$ cat src/rtl/reset_sequencer.sv
// reset_sequencer: releases NUM_DOM active-low domain resets one at a time,
// in index order. Each release after the first waits for the ready
// acknowledge of the previously released domain plus a fixed gap. If a
// domain does not acknowledge in time, every domain is put back into reset
// and a sticky timeout flag is raised.
module reset_sequencer #(
  parameter int unsigned NUM_DOM     = 3,
  parameter int unsigned HOLD_CYC    = 4,
  parameter int unsigned GAP_CYC     = 2,
  parameter int unsigned ACK_TIMEOUT = 8,
  localparam int unsigned IDX_W      = (NUM_DOM > 1) ? $clog2(NUM_DOM) : 1
) (
  input  logic               clk,
  input  logic               reset,
  input  logic               sync_rst_n,
  input  logic               sw_rst_req,
  input  logic [NUM_DOM-1:0] done_i,
  output logic [NUM_DOM-1:0] dom_rst_n,
  output logic               seq_busy,
  output logic               all_ready,
  output logic               err_timeout,
  output logic [IDX_W-1:0]   fault_dom
);

  // The counter is shared by the hold, gap and acknowledge-timeout phases.
  localparam int unsigned MAX_HG  = (HOLD_CYC > GAP_CYC) ? HOLD_CYC : GAP_CYC;
  localparam int unsigned MAX_CYC = (MAX_HG > ACK_TIMEOUT) ? MAX_HG : ACK_TIMEOUT;
  localparam int unsigned CNT_W   = $clog2(MAX_CYC) + 1;

  localparam logic [CNT_W-1:0] HOLD_LAST = CNT_W'(HOLD_CYC - 1);
  localparam logic [CNT_W-1:0] GAP_LAST  = CNT_W'(GAP_CYC - 1);
  localparam logic [CNT_W-1:0] ACK_LAST  = CNT_W'(ACK_TIMEOUT - 1);
  localparam logic [IDX_W-1:0] IDX_LAST  = IDX_W'(NUM_DOM - 1);

  typedef enum logic [2:0] {
    ST_ASSERT   = 3'd0,
    ST_WAIT_ACK = 3'd1,
    ST_GAP      = 3'd2,
    ST_READY    = 3'd3,
    ST_FAULT    = 3'd4
  } state_e;

  state_e             state_q;
  logic [IDX_W-1:0]   idx_q;
  logic [CNT_W-1:0]   cnt_q;
  logic [NUM_DOM-1:0] dom_rst_n_q;
  logic               seq_busy_q;
  logic               all_ready_q;
  logic               err_timeout_q;
  logic [IDX_W-1:0]   fault_dom_q;

  // Sequencer FSM: reset first, then abort, then the per-state transition.
  always_ff @(posedge clk) begin
    if (reset) begin
      state_q       <= ST_ASSERT;
      idx_q         <= '0;
      cnt_q         <= '0;
      dom_rst_n_q   <= '0;
      seq_busy_q    <= 1'b1;
      all_ready_q   <= 1'b0;
      err_timeout_q <= 1'b0;
      fault_dom_q   <= '0;
    end else if (!sync_rst_n || sw_rst_req) begin
      // Abort: back to a fully asserted state and a fresh hold count.
      state_q       <= ST_ASSERT;
      idx_q         <= '0;
      cnt_q         <= '0;
      dom_rst_n_q   <= '0;
      seq_busy_q    <= 1'b1;
      all_ready_q   <= 1'b0;
      err_timeout_q <= 1'b0;
      fault_dom_q   <= '0;
    end else begin
      case (state_q)
        ST_ASSERT: begin
          dom_rst_n_q <= '0;
          if (cnt_q == HOLD_LAST) begin
            dom_rst_n_q <= NUM_DOM'(1);
            cnt_q       <= '0;
            state_q     <= ST_WAIT_ACK;
          end else begin
            cnt_q <= cnt_q + CNT_W'(1);
          end
        end

        ST_WAIT_ACK: begin
          // The acknowledge is checked first so it wins over a coincident timeout.
          if (done_i[idx_q]) begin
            if (idx_q == IDX_LAST) begin
              state_q     <= ST_READY;
              seq_busy_q  <= 1'b0;
              all_ready_q <= 1'b1;
            end else begin
              cnt_q   <= '0;
              state_q <= ST_GAP;
            end
          end else if (cnt_q == ACK_LAST) begin
            state_q       <= ST_FAULT;
            dom_rst_n_q   <= '0;
            fault_dom_q   <= idx_q;
            err_timeout_q <= 1'b1;
            seq_busy_q    <= 1'b0;
          end else begin
            cnt_q <= cnt_q + CNT_W'(1);
          end
        end

        ST_GAP: begin
          if (cnt_q == GAP_LAST) begin
            idx_q       <= idx_q + IDX_W'(1);
            dom_rst_n_q <= dom_rst_n_q | (NUM_DOM'(1) << (idx_q + IDX_W'(1)));
            cnt_q       <= '0;
            state_q     <= ST_WAIT_ACK;
          end else begin
            cnt_q <= cnt_q + CNT_W'(1);
          end
        end

        ST_READY: begin
          dom_rst_n_q <= '1;
        end

        ST_FAULT: begin
          dom_rst_n_q <= '0;
        end

        default: begin
          state_q     <= ST_ASSERT;
          idx_q       <= '0;
          cnt_q       <= '0;
          dom_rst_n_q <= '0;
          seq_busy_q  <= 1'b1;
          all_ready_q <= 1'b0;
        end
      endcase
    end
  end

  assign dom_rst_n   = dom_rst_n_q;
  assign seq_busy    = seq_busy_q;
  assign all_ready   = all_ready_q;
  assign err_timeout = err_timeout_q;
  assign fault_dom   = fault_dom_q;

endmodule

$ cat config.mk
export PLATFORM = sky130hd
export DESIGN_NAME = reset_sequencer
export DESIGN_NICKNAME = d
export VERILOG_FILES = /design/src/rtl/reset_sequencer.sv
export SDC_FILE = /design/constraint.sdc
export NUM_CORES = 1
export LEC_CHECK = 0
export BUFFER_PORTS_ARGS = -buffer_cell sky130_fd_sc_hd__buf_2
export CAP_MARGIN = 20
export CORE_UTILIZATION = 25
export DETAILED_ROUTE_END_ITERATION = 8
export SLEW_MARGIN = 10
export SYNTH_ARGS = -nofsm -noshare
export SYNTH_HDL_FRONTEND = slang
export SYNTH_SLANG_ARGS = --single-unit
$ cat constraint.sdc
create_clock -name clk -period 1.81 [get_ports clk]
set_input_delay 0.0905 -clock clk [delete_from_list [all_inputs] [get_ports clk]]
set_output_delay 0.0905 -clock clk [all_outputs]
set_load 0.05 [all_outputs]
Word-level counts from Yosys, hierarchy flattened. Index checks and enable logic that the tools add are counted.

Logic and storage cells: 77. Register bits after elaboration: 17.

Bitwise operators: 5. Equality and inequality tests: 18. Shifts and indexed selects: 1. Order comparisons: 1. Reductions and logical operators: 14. Add/subtract/negate cells: 2. Muxes and demuxes: 28.

Operator list (number): case mux 3 bit (4 select lines) (2); two-way mux 3 bit (7); two-way mux 4 bit (5); case mux 4 bit (4 select lines) (1); AND reduction 3 bit (5); inequality test 2 bit (second input constant) (6); inequality test 3 bit (second input constant) (4); two-way mux 1 bit (8); OR reduction 4 bit (2); equality test 3 x 2 -> 1 bit (second input constant) (2); adder 4 x 1 -> 4 bit (second input constant) (1); equality test 4 x 1 -> 1 bit (second input constant) (1); equality test 4 x 2 -> 1 bit (second input constant) (1); equality test 4 x 3 -> 1 bit (second input constant) (1); inverter 1 bit (4); case mux 1 bit (2 select lines) (2); case mux 2 bit (2 select lines) (1); AND reduction 4 bit (1); OR reduction 2 bit (2); equality test 3 x 1 -> 1 bit (second input constant) (1); equality test 3 bit (second input constant) (1); zero test 3 bit (1); less-than comparator 2 x 3 -> 1 bit (second input constant) (1); OR 3 bit (1); 8 further kinds (8).

Longest topological paths before layout. Gate-level depths: netlist (run 1).

Word-level depth: 5. Mapped depth: 8. Depth with buffers taken out: 7.

Worst setup path before layout (run 1). No wires, ideal clock.

Path kind: register to register. Start: reg idx_q[0]. End: reg cnt_q[2]. Cell stages (with the launch flop): 8. Setup slack: 0.162 ns. Period minus slack after synthesis: 1.648 ns. Data arrival time: 1.532 ns. Required time: 1.695 ns. Path through: dfxtp_1 buf_6 inv_1 ha_1 and4b_2 a21oi_2 a41oi_2 a31o_1.

Cells in the longest elaborated chain, start to end: 4.

RTL lines: start: declaration (RTL line 44) `logic [IDX_W-1:0] idx_q;`; start signal: assignment (RTL line 110) `idx_q <= idx_q + IDX_W'(1);`; binary-select mux 1 bit (select 2 bit) (RTL line 88) `if (done_i[idx_q]) begin`; two-way mux 1 bit (not written as such) (RTL line 88); two-way mux 4 bit / inequality test 3 bit (equally long branches); case mux 4 bit (4 select lines) / AND reduction 3 bit (equally long branches); end signal: assignment (RTL line 82) `cnt_q <= cnt_q + CNT_W'(1);`; end signal: assignment (RTL line 104) `cnt_q <= cnt_q + CNT_W'(1);`; end signal: assignment (RTL line 115) `cnt_q <= cnt_q + CNT_W'(1);`; end: declaration (RTL line 45) `logic [CNT_W-1:0] cnt_q;`.

Several ways; a longest one is shown, not always the timed one. The select of a mux whose other input is x is not followed. A chain may end at the register's enable or synchronous reset.

Final worst setup path (run 1).
Start: reg cnt_q[1]. End: reg cnt_q[1].

Cells in the longest elaborated chain, start to end: 4.

RTL lines: adder 4 x 1 -> 4 bit (RTL line 82, 104, 115); two-way mux 4 bit (RTL line 97) `end else if (cnt_q == ACK_LAST) begin`; two-way mux 4 bit (RTL line 88); case mux 4 bit (4 select lines) (RTL line 74) `case (state_q)`.

Several ways; a longest one is shown, not always the timed one. The select of a mux whose other input is x is not followed.

==> impl_metrics.ini, run 1 <==
[timing]
layout_min_cycle_time_ps = 1713
finalSetupTns_ps = 0
timing.final.crit_share = 0.9463
relSlewSlack = 0.6124
fin_worst_skew_ps = 5.164
worstMarginPinSlew_ps = 580.2
grt_setup_unrepaired = false
final_max_slew_viol_count = 0
fin_ws_ps = 97.13
setup_viol = 0
fmax_ghz = 0.5838
hold_viol = 0

[power_and_ir_drop]
peakVddDrop_v = 0.0001759
powerDensity_nw_per_um2 = 523.1
p_leak_nw = 0.4959

[global_routing]
use_met1 = 0.1849
antenna_found_initial = 0
busiest_layer = met1
grt_pass1_vias = 866
grt_usage = 0.1224
grt_max_degree = 13
use_met2 = 0.1634
grt_pass1_wl_um = 4167
overflow = 0
met3_usage = 0.02027

[clock_network]
clk_pin_slew_ps = 70
numCtsBuffers = 3
cts-root-buf = clkbuf_8
cts_buffer_depth = 2
cts_tree = done
worst_skew_pair.late_latency_ps = 260
clkSinkCount = 17
ctsHtreeMaxLevel = 1

[drt]
ant_nets = 0
drt-pass1-iter-count = 4
drc = 0
via_per_inst = 5.036
drt_iter0_drc = 28
vias = 977
routed_wl_um = 2455
wl_per_cell_um = 12.65

[final_layout]
drive_above_1_share = 0.3333
final_cell_mix = 14 x dfxtp_1, 14 x buf_2, 13 x nor2_1, 11 x buf_4, 10 x a21oi_1
instances_no_fill = 194
antennaDiodeCount = 0
area_growth_pct = 23.84
nets = 158
final_area_um2 = 1339
nFillCells = 434

[run_status]
status = complete, no violations

[place]
place.port_buffers = 14
place_area_um2 = 1249
gp_congestion = 0.8506
dp.cells = 188
dp_slack_ps = 26.85
hpwl_um = 1887

[synth]
syn-cell-area_um2 = 1081
synth-edff-count = 0
synth.avg_cell_area_um2 = 8.934
synthFlopType = dfxtp_1
synth.ff_latch_count = 17
yosysSeqAreaShare = 0.3148
synthCells = 121
ys.warnings.count = 0
yosysUniqueCellTypes = 40
synth_nets = 134
synthArstFlopShare = 0

[floorplan]
std_cell_rows = 23
core_area_um2 = 4086
start_util = 0.2645
io_pins = 15
die_h_um = 67.76
dieArea_um2 = 4591
dieWidth_um = 67.76

[critical_path]
regToRegSetupSlack_ps = 100
worst_setup_path_end_kind = flop
worst_setup_path_start_kind = flop
cp.required_ps = 1980
arrival_ps = 1880
cp_max_fo = 4
setup.worst_path.class = flop to flop

[job]
maxCapViolCount = 0

[hold_path]
holdCritPathClass = input port to flop
[cell type report]
type,count,area (um^2),area share
Multi-Input combinational cell,93,711.9,0.5318
Clock inverter,1,5.005,0.003738
Tap cell,50,62.56,0.04673
Timing Repair Buffer,25,152.6,0.1140
Inverter,5,18.77,0.01402
Sequential cell,17,346.6,0.2589
Clock buffer,3,41.29,0.03084
[synthesized netlist by cell type, types with 4 or more instances]
library cell  number  area, um^2
o21a_1             6       45.04
nand2b_1           5       31.28
dfxtp_1           17       340.3
ha_1               6       75.07
nand3_1            4       20.02
o21ai_0            7       35.03
a21oi_1           10       50.05
nor2_1            13       48.80
inv_1              5       18.77
o31ai_1            4       30.03
nor2b_1            4       25.02
[cell families (layout without fill, tap and decap cells)]
logic type | after synthesis | in the layout | synth area share
adders and majority gates | 6 | 6 | 0.06944
DFF | 17 | 17 | 0.3148
buffers and inverters | 11 | 34 | 0.04745
muxes | 6 | 6 | 0.06944
and+or+nand+nor | 36 | 36 | 0.1863
AOI/OAI and AO/OA | 45 | 45 | 0.3125
[worst max-delay path, stage by stage, from the launching register on]
cell and delay [ps]:
dfxtp_2 360, inv_1 50, ha_1 210, mux2_2 280, a21o_1 190, a211o_1 310
o31ai_2 230
[path summary, 6_finish.rpt]
| kind | from | to | cells after the start |
|---|---|---|---|
| hold / removal | reset | seq_busy | 3 |
| hold reg to reg | dom_rst_n[1] | dom_rst_n[1] | 1 |
| setup / recovery | cnt_q[1] | cnt_q[1] | 6 |
| setup reg to reg | cnt_q[1] | cnt_q[1] | 6 |
[sequential cells by signal (all words and copies together) (netlist names)]
name	flops
all_ready	1
cnt_q	4
dom_rst_n	3
err_timeout	1
fault_dom	2
idx_q	2
seq_busy	1
state_q	3
[power by group]
part	switching, mW	internal, mW
Combinational	0.0169	0.0134
Sequential	0.00179	0.374
Clock	0.141	0.153
[metal layers]
layer,wire length (um),part of all wire
met5,0,0
met4,31,0.013
met3,125,0.051
met2,1050,0.43
met1,1247,0.51
[per-stage QoR]
stage | power, mW | util | hold slack (ps)
after CTS | 0.7082 | 0.3169 | 109.7
after global routing | 0.7275 | 0.3276 | 148.1
after floorplan | 0.4000 | - | 237.4
final | 0.7003 | 0.3276 | 121.9
after global placement | 0.4138 | 0.3056 | 383.5
after detailed placement | 0.4138 | 0.3056 | 379.4
[timing repair]
item	4_1_cts	5_1_grt
resized for setup	0	9
endpoints found under the setup margin	0	10
hold buffers	0	0
setup buffers	0	2
Power figures use the tool's default switching activity.
==> run 2: changes to the inputs <==
--- a/config.mk
+++ b/config.mk
@@ -9,6 +9,7 @@
 export CAP_MARGIN = 20
 export CORE_UTILIZATION = 25
 export DETAILED_ROUTE_END_ITERATION = 8
+export PLACE_DENSITY_LB_ADDON = 0.2
 export SLEW_MARGIN = 10
 export SYNTH_ARGS = -nofsm -noshare
 export SYNTH_HDL_FRONTEND = slang
==> impl_metrics.ini, run 2 (synthesis gave the netlist of run 1 again) <==
[drt]
drc = 0
via_per_inst = 5.016
wl_per_cell_um = 13.54
routed_wl_um = 2614
ant_nets = 0
vias = 968
drt_iter0_drc = 19
drt-pass1-iter-count = 4

[clock_network]
cts-root-buf = clkbuf_8
ctsHtreeMaxLevel = 1
clk_pin_slew_ps = 70
clkSinkCount = 17
cts_tree = done
worst_skew_pair.late_latency_ps = 250
cts_buffer_depth = 2
numCtsBuffers = 3

[final_layout]
area_growth_pct = 23.03
final_cell_mix = 15 x dfxtp_1, 14 x buf_2, 13 x nor2_1, 10 x a21oi_1, 10 x buf_4
nets = 157
antennaDiodeCount = 0
drive_above_1_share = 0.3077
instances_no_fill = 193
final_common_cell = dfxtp_1
final_area_um2 = 1330
max_flop_register = cnt_q
largest_register_ffs = 4

[timing]
timing.hold.ws_ps = 104.2
fin_worst_skew_ps = 1.523
setup_viol = 0
worstMarginPinSlew_ps = 498.0
final_max_slew_viol_count = 0
relSlewSlack = 0.6660
hold_viol = 0
layout_min_cycle_time_ps = 1749
timing.final.crit_share = 0.9664
finalSetupTns_ps = 0
fmax_ghz = 0.5717

[critical_path]
worst_setup_path_end_kind = flop
worst_setup_path_start_kind = flop
cp_max_fo = 4
cp.required_ps = 1970
arrival_ps = 1910
setup.worst_path.class = flop to flop

[floorplan]
core_area_um2 = 4086
std_cell_rows = 23
die_h_um = 67.76
dieArea_um2 = 4591
start_util = 0.2645
io_pins = 15
dieWidth_um = 67.76

[place]
dp.cells = 188
place.port_buffers = 14
gp_congestion = 0.9062
place_area_um2 = 1249
hpwl_um = 1967

[global_routing]
grt_usage = 0.1302
antenna_found_initial = 0
grt_pass1_vias = 936
grt_pass1_wl_um = 4333
grt_max_degree = 13
overflow = 0

[run_status]
status = complete, no violations

[hold_path]
holdCritPathClass = input port to flop

[power_and_ir_drop]
total_power_mw = 0.7037
powerDensity_nw_per_um2 = 529.1
p_leak_nw = 0.4837
peakVddDrop_v = 0.0002172

[job]
maxCapViolCount = 0
==> run 2: routing by layer <==
layer  GRT usage  routed length, um
met5           0                  0
met1      0.1680               1302
met4     0.08245                 44
met3     0.02196                 92
met2      0.1980               1174
==> run 2: final timing paths <==
kind,slack [ps],cells after the start,from,endpoint
worst min register to register,470,1,dom_rst_n[2],dom_rst_n[2]
worst min-delay path,100,3,reset,seq_busy
worst max-delay path,60,6,cnt_q[1],cnt_q[1]
worst max register to register,60,6,cnt_q[1],cnt_q[1]
==> run 2: through the flow <==
step | setup WS [ps] | util
floorplan | 162.1 | -
global placement | 12.79 | 0.3056
detailed placement | -7.623 | 0.3056
CTS | 24.11 | 0.3190
global route | -21.94 | 0.3255
finish | 60.89 | 0.3255
==> run 2: layout make-up <==
class,instances,area (um^2)
clock buffer,4,45.04
sequential,17,342.8
multi-input combinational,93,715.7
tap,50,62.56
fill,432,2756
inverter,5,18.77
timing repair buffer,24,145.1
==> run 2: what timing repair did <==
action | CTS | global route
pin swaps | 0 | 2
resized for setup | 2 | 5
endpoints found under the setup margin | 2 | 7
hold buffers | 0 | 0
cloned | 0 | 0
buffers inserted | 0 | 1
==> run 2: worst max-delay path, stage by stage, from the launching register on <==
cell	delay, ps
dfxtp_1	380
inv_1	70
ha_1	200
mux2_2	280
a21o_1	190
a211o_1	290
o31ai_1	250
==> run 2: report_power, final <==
group	switching, mW	total [mW]	internal (mW)
Sequential	0.00178	0.377	0.375
Clock	0.141	0.298	0.157
Combinational	0.0162	0.0291	0.0129
Total	0.159	0.704	0.545
